===== src/rtl/eye_tracker_host_pkg.sv =====
// Shared definitions for the EyeTracker host command bridge: opcodes, FSM
// encoding, error counter width and default write-data timeout.
package eye_tracker_host_pkg;

  localparam logic [3:0] OP_WRITE = 4'hA;
  localparam logic [3:0] OP_READ  = 4'h5;

  localparam int ERR_CNT_WIDTH          = 8;
  localparam int DEFAULT_TIMEOUT_CYCLES = 100000;

  typedef enum logic [2:0] {
    ST_IDLE  = 3'd0,
    ST_WDATA = 3'd1,
    ST_WRITE = 3'd2,
    ST_READ  = 3'd3,
    ST_TX    = 3'd4
  } state_e;

endpackage


===== src/rtl/eye_tracker_host_if.sv =====
// Parses UART command bytes into one-hot register write/read strobes and
// returns read data to the UART transmitter, counting protocol errors.
module eye_tracker_host_if
  import eye_tracker_host_pkg::*;
#(
  parameter int DATA_WIDTH     = 8,
  parameter int WE_WIDTH       = 4,
  parameter int RE_WIDTH       = 4,
  parameter int TIMEOUT_CYCLES = DEFAULT_TIMEOUT_CYCLES
) (
  input  logic                     CLK,
  input  logic                     RST_N,
  input  logic                     iRX_VALID,
  input  logic [DATA_WIDTH-1:0]    iRX_DATA,
  output logic                     oTX_VALID,
  output logic [DATA_WIDTH-1:0]    oTX_DATA,
  input  logic                     iTX_READY,
  output logic [WE_WIDTH-1:0]      oWE_BIT,
  output logic [RE_WIDTH-1:0]      oRE_BIT,
  output logic [DATA_WIDTH-1:0]    oDATA,
  input  logic [DATA_WIDTH-1:0]    iRD,
  output logic [ERR_CNT_WIDTH-1:0] oERR_CNT,
  output logic                     oBUSY
);

  localparam int TW = $clog2(TIMEOUT_CYCLES);
  localparam logic [TW-1:0] TIMER_LAST = TW'(TIMEOUT_CYCLES - 1);

  state_e                   state_q, state_d;
  logic [1:0]               addr_q, addr_d;
  logic [DATA_WIDTH-1:0]    data_q, data_d;
  logic [DATA_WIDTH-1:0]    tx_data_q, tx_data_d;
  logic [TW-1:0]            timer_q, timer_d;
  logic [ERR_CNT_WIDTH-1:0] err_q, err_d;

  logic                     err_inc;
  logic                     cmd_write, cmd_read;
  logic [WE_WIDTH-1:0]      we;
  logic [RE_WIDTH-1:0]      re;
  logic                     tx_valid;

  assign cmd_write = (iRX_DATA[7:4] == OP_WRITE) && (iRX_DATA[3:2] == 2'b00);
  assign cmd_read  = (iRX_DATA[7:4] == OP_READ)  && (iRX_DATA[3:2] == 2'b00);

  always_comb begin
    state_d   = state_q;
    addr_d    = addr_q;
    data_d    = data_q;
    tx_data_d = tx_data_q;
    timer_d   = timer_q;
    err_inc   = 1'b0;
    we        = '0;
    re        = '0;
    tx_valid  = 1'b0;

    unique case (state_q)
      ST_IDLE: begin
        if (iRX_VALID) begin
          if (cmd_write) begin
            state_d = ST_WDATA;
            addr_d  = iRX_DATA[1:0];
            timer_d = '0;
          end else if (cmd_read) begin
            state_d = ST_READ;
            addr_d  = iRX_DATA[1:0];
          end else begin
            err_inc = 1'b1;
          end
        end
      end
      // A data byte arriving in the expiry cycle takes priority over timeout
      ST_WDATA: begin
        if (iRX_VALID) begin
          data_d  = iRX_DATA;
          state_d = ST_WRITE;
        end else if (timer_q == TIMER_LAST) begin
          state_d = ST_IDLE;
          err_inc = 1'b1;
        end else begin
          timer_d = timer_q + TW'(1);
        end
      end
      ST_WRITE: begin
        we[addr_q] = 1'b1;
        err_inc    = iRX_VALID;
        state_d    = ST_IDLE;
      end
      ST_READ: begin
        re[addr_q] = 1'b1;
        tx_data_d  = iRD;
        err_inc    = iRX_VALID;
        state_d    = ST_TX;
      end
      ST_TX: begin
        tx_valid = 1'b1;
        err_inc  = iRX_VALID;
        if (iTX_READY) state_d = ST_IDLE;
      end
      default: state_d = ST_IDLE;
    endcase

    err_d = (err_inc && (err_q != '1)) ? err_q + ERR_CNT_WIDTH'(1) : err_q;
  end

  always_ff @(posedge CLK or negedge RST_N) begin
    if (!RST_N) begin
      state_q   <= ST_IDLE;
      addr_q    <= '0;
      data_q    <= '0;
      tx_data_q <= '0;
      timer_q   <= '0;
      err_q     <= '0;
    end else begin
      state_q   <= state_d;
      addr_q    <= addr_d;
      data_q    <= data_d;
      tx_data_q <= tx_data_d;
      timer_q   <= timer_d;
      err_q     <= err_d;
    end
  end

  assign oWE_BIT   = we;
  assign oRE_BIT   = re;
  assign oDATA     = data_q;
  assign oTX_VALID = tx_valid;
  assign oTX_DATA  = tx_data_q;
  assign oERR_CNT  = err_q;
  assign oBUSY     = (state_q != ST_IDLE);

endmodule

===== config.mk =====
export PLATFORM = sky130hd
export DESIGN_NAME = eye_tracker_host_if
export DESIGN_NICKNAME = d
export VERILOG_FILES = /design/src/rtl/eye_tracker_host_pkg.sv /design/src/rtl/eye_tracker_host_if.sv
export SDC_FILE = /design/constraint.sdc
export NUM_CORES = 1
export LEC_CHECK = 0
export BUFFER_PORTS_ARGS = -buffer_cell sky130_fd_sc_hd__buf_2
export CAP_MARGIN = 20
export CORE_AREA = 2 2 81 83
export DETAILED_ROUTE_END_ITERATION = 8
export DIE_AREA = 0 0 83 85
export PLACE_DENSITY = 0.59
export SLEW_MARGIN = 20
export SYNTH_ARGS = -nofsm -noshare
export SYNTH_HDL_FRONTEND = slang
export SYNTH_SLANG_ARGS = --single-unit
export TNS_END_PERCENT = 100

===== constraint.sdc =====
create_clock -name CLK -period 2.5 [get_ports CLK]
set_input_delay 0.5 -clock CLK [delete_from_list [all_inputs] [get_ports CLK]]
set_output_delay 0.5 -clock CLK [all_outputs]
set_load 0.03 [all_outputs]

==> Word level (Yosys, flattened, before mapping) <==
Cells that the tools add are included.
{ "totals": {"in_bits": 20, "reg_bits": 46, "out_inout_bits": 34, "elab_cells": 64} }
{ "classes": {"n_reduce_logical": 14, "n_eq_ne": 15, "muxes": 25, "add_sub_neg": 2, "n_lt_le_gt_ge": 2} }
{ "op_table": {"columns": ["op", "n"], "rows": [
  ["$mux 17", 4],
  ["$pmux 17 s2", 1],
  ["$mux 3", 6],
  ["$add 17x1->17 const B", 1],
  ["$eq 17x17->1 const B", 1],
  ["$pmux 3 s4", 1],
  ["$ne 2x2->1 const B", 5],
  ["$add 8x1->8 const B", 1],
  ["$mux 4", 2],
  ["$ne 8x8->1 const B", 1],
  ["$mux 1", 7],
  ["$eq 3x2->1 const B", 2],
  ["$ne 3x3->1 const B", 2],
  ["$reduce_and 5->1", 1],
  ["$eq 4x3->1 const B", 1],
  ["$eq 4x4->1 const B", 1],
  ["$logic_and 1x1->1", 4],
  ["$mux 2", 2],
  ["$reduce_and 4->1", 1],
  ["$reduce_bool 2->1", 2],
  ["$eq 3x1->1 const B", 1],
  ["$eq 3x3->1 const B", 1],
  ["$logic_not 3->1", 1],
  ["$lt 2x3->1 const B", 1],
  ["8 further kinds", 8]
]} }

==> Depth between registers and ports, before layout <==
{ "logic_depth": {"ltp_word": 7, "ltp_mapped": 7, "depth_no_buf": 6} }

==> Worst setup path after synthesis <==
No wires, ideal clock.
{ "synth_path": {"path_type": "reg-to-reg", "from": "register state_q[2]", "to": "register err_q[1], in the netlist oERR_CNT[1]", "stages_incl_launch_ff": 8, "setup_time_ps": 128, "path_buffers": 2, "required_time_ps": 2372, "t_arrival_ps": 2046, "setup_slack_ps": 326, "path_cell_list": "dfrtp_1 buf_6 or3b_1 buf_6 nor4_4 a21oi_2 nor3b_2 mux2_1"} }
{ "synth_between": {"elab_chain_len": 4} }
{ "synth_lines": {"columns": ["element", "line_no", "source"], "rows": [
  ["from (decl)", "eye_tracker_host_if.sv:29", "state_e state_q, state_d;"],
  ["from (signal assigned)", "eye_tracker_host_if.sv:114", "state_q <= state_d;"],
  ["$eq 3x3->1 / $eq 3x2->1 (equally long branches)", "eye_tracker_host_if.sv:56", "unique case (state_q)"],
  ["$reduce_or 3->1 (no source line)", null, null],
  ["$pmux 1 s3 *", "eye_tracker_host_if.sv:56", null],
  ["$logic_and 1x1->1 *", "eye_tracker_host_if.sv:102", "err_d = (err_inc && (err_q != '1)) ? err_q + ERR_CNT_WIDTH'(1) : err_q;"],
  ["to (signal assigned)", "eye_tracker_host_if.sv:119", "err_q <= err_d;"],
  ["to (decl)", "eye_tracker_host_if.sv:34", "logic [ERR_CNT_WIDTH-1:0] err_q, err_d;"]
]} }
Mark *: on every way between the ends. The rest lies on a longest branch, timed or not.
A chain may end at the register's enable or synchronous reset.

==> Worst setup path after layout <==
Ends and elaborated chain as after synthesis.

==> qor.txt <==
Status: finished, final reports clean
Number of flops mapped to enable cells by yosys: 0
R2R depth: 5
Wirelength per Cell: 14.05 um
Post-synthesis sequential area ratio: 48.17%
Crit start category: flip-flop
Asr flop ratio synth: 100.0%
Gr ovfl total: 0
Worst setup EP type: flip-flop
Share of post-route cells with drive strength above 1: 34.49%
Setup bufs post-CTS: 0
List of most frequent post-synthesis cells: 46 x dfrtp_1, 18 x mux2_2, 18 x nand2_1
Hold Vio Cnt, Final: 0
Root buf cell: clkbuf_8
Total of max-cap violations: 0
Yosys cell types: 54
Initial Util: 38.52%
Syn. warnings: 0
Die W: 83 um
Post-DR vias/cell: 5.234
Top Usage Layer GRT: met2
Power Density: 719.9 mW/mm^2
Top cell type's share of synthesized area: 48.17%
CTS tree: built
Die area: 0.007055 sq mm
Area grow syn2layout: 20.10%
Synth Flop Type: dfrtp_1
Final-stage net count: 309
Post_cts resized: 0
Met2 Usage GRT: 24.19%
Final Wtd Congestion: 0.7428
Met1 usage: 20.52%
1st-iter DRT viols: 93
Top-count cell post-synth: dfrtp_1
Drt pass-1 iters: 4
Final setup fails: 0
CTS buffer count: 5
Met3 usage: 3.794%
Worst-path clk slew: 90 ps
Die Ht: 85 um
Crit Path Category: reg2reg
Post-layout min period: 2207 ps
Hold buffers post-CTS: 0
Core area: 0.006205 sq mm
Clock sink total: 46
Pin slew with the least headroom to its limit: 538.9 ps
Num ports: 54
First-pass GRT wire length: 8707 um
Placed cell count: 357
Non-Filler Instances: 364
Crit path launch: state_q[2]$_DFFE_PN0P_
Routed via count: 1905
Yosys reg bits: 46
Crit path required time: 2690 ps
Multi-input gate area: 0.001179 sq mm
GRT Util Overall: 14.96%
Max Fclk: 453.1 MHz
Cells after Synth: 225
Diode count: 0
H-tree depth: 2
Rel. slew slack: 64.07%
Row count: 29
Clock Skews: 7.602 ps
Detail Route Antenna Nets: 0
Worst Hold Class: in2async
Clk buf depth: 2
Port Buffers: 53
Routed WL: 5116 um
Clk_lat worst skew: 300 ps
Setup ws final: 292.7 ps
Synthesized cell area: 0.002390 sq mm
Avg Cell Area, Syn: 10.62 sq um
RR Startpoint: state_q[2]$_DFFE_PN0P_
Initial antenna violation count: 0
Unrepaired setup endpoints after global routing: no
Syn_nets: 247
# DRC: 0
Leakage: 1.345 nW
Dpl ws: 282.6 ps
Max Slew Vio Count: 0
Area contributors post-synth: dfrtp_1 48%, mux2_2 8.5%, xor2_1 2.9%
CP Max Fanout: 10
Number of global-route vias before repair: 1836
Largest net degree at the start of global routing: 26
Max VDD drop: 0.5631 mV
Sequential standard cell area: 0.001151 sq mm
Yosys top cell by area: dfrtp_1
# fillers: 604
Crit path DAT: 2400 ps
Final setup TNS: 0 ps
Dpl hpwl: 3814 um
Final worst-path cycle share: 88.29%
critical path, stage by stage, from the launching register on:
cell and delay [ps]:
dfrtp_1 470, or3b_1 460, nor4_4 380, a21oi_2 180
nor3b_2 270, mux2_1 340
sequential cells by signal, summed over array words and instances (netlist names):
signal,count
oDATA,8
addr_q,2
oERR_CNT,8
state_q,3
oTX_DATA,8
timer_q,17
per-layer routing:
metal	vias to the layer above	routed length (um)
met3	4	269
met1	897	2460
met4	0	28
met2	46	2359
li1	958	-
met5	-	0
final cells by class:
type / count / share of cell area (%)
inverters: 4 / 0.5231
repair buffers: 62 / 12.03
clock buffers: 5 / 2.398
multi-input cells: 168 / 41.06
clock inverters: 2 / 0.5231
flip-flops and latches: 46 / 40.10
well taps: 77 / 3.357
path summary, 6_finish.rpt:
path                       slack (ps)                 endpoint
setup / recovery                  290  oERR_CNT[1]$_DFFE_PN0P_
hold / removal                    170  timer_q[10]$_DFFE_PN0P_
setup reg to reg                  290  oERR_CNT[1]$_DFFE_PN0P_
hold reg to reg                   500  oERR_CNT[7]$_DFFE_PN0P_
max in group asynchronous        1810  oTX_DATA[1]$_DFFE_PN0P_
min in group CLK                  380   state_q[2]$_DFFE_PN0P_
report_power, final:
group,internal (W),leakage [nW],switching [W]
logic,0.000223,0.719,0.000383
clock network,0.000191,0.0362,0.000263
registers,0.000877,0.589,0.000128
total,0.00129,1.34,0.000775
layout by cell type (no fill, tap or decap), drive strengths merged, types with 6 or more instances in the layout:
cell type  count
nor2          14
mux2          19
nor3           9
dfrtp         46
a21oi          7
nand4          6
o21ai         10
a31oi          8
xor2           8
nand2         18
buf           62
and3           8
logic make-up (layout without fill, tap and decap cells):
| kind of cell | Yosys count | in the layout | share of synthesized area (%) |
|---|---|---|---|
| AOI/OAI and AO/OA | 45 | 45 | 12.88 |
| xor gates and xnor gates | 8 | 8 | 2.932 |
| adders and majority gates | 2 | 2 | 1.047 |
| buffers and inverters | 11 | 73 | 2.513 |
| DFF | 46 | 46 | 48.17 |
| muxes | 21 | 21 | 9.790 |
| and+or+nand+nor | 92 | 92 | 22.67 |
metrics by stage:
step / hold slack (ps) / power [W] / utilization (%) / instance area, sq um
after floorplan: 204.4 / 0.001426 / - / 2390
after detailed placement: 485.3 / 0.001635 / 44.91 / 2786
after global placement: 484.3 / 0.001627 / 44.91 / 2786
after CTS: 196.3 / 0.002089 / 46.26 / 2870
after global routing: 213.2 / 0.002178 / 46.26 / 2870
final: 169.9 / 0.002066 / 46.26 / 2870
No activity file was read; power rests on OpenSTA's default activity.
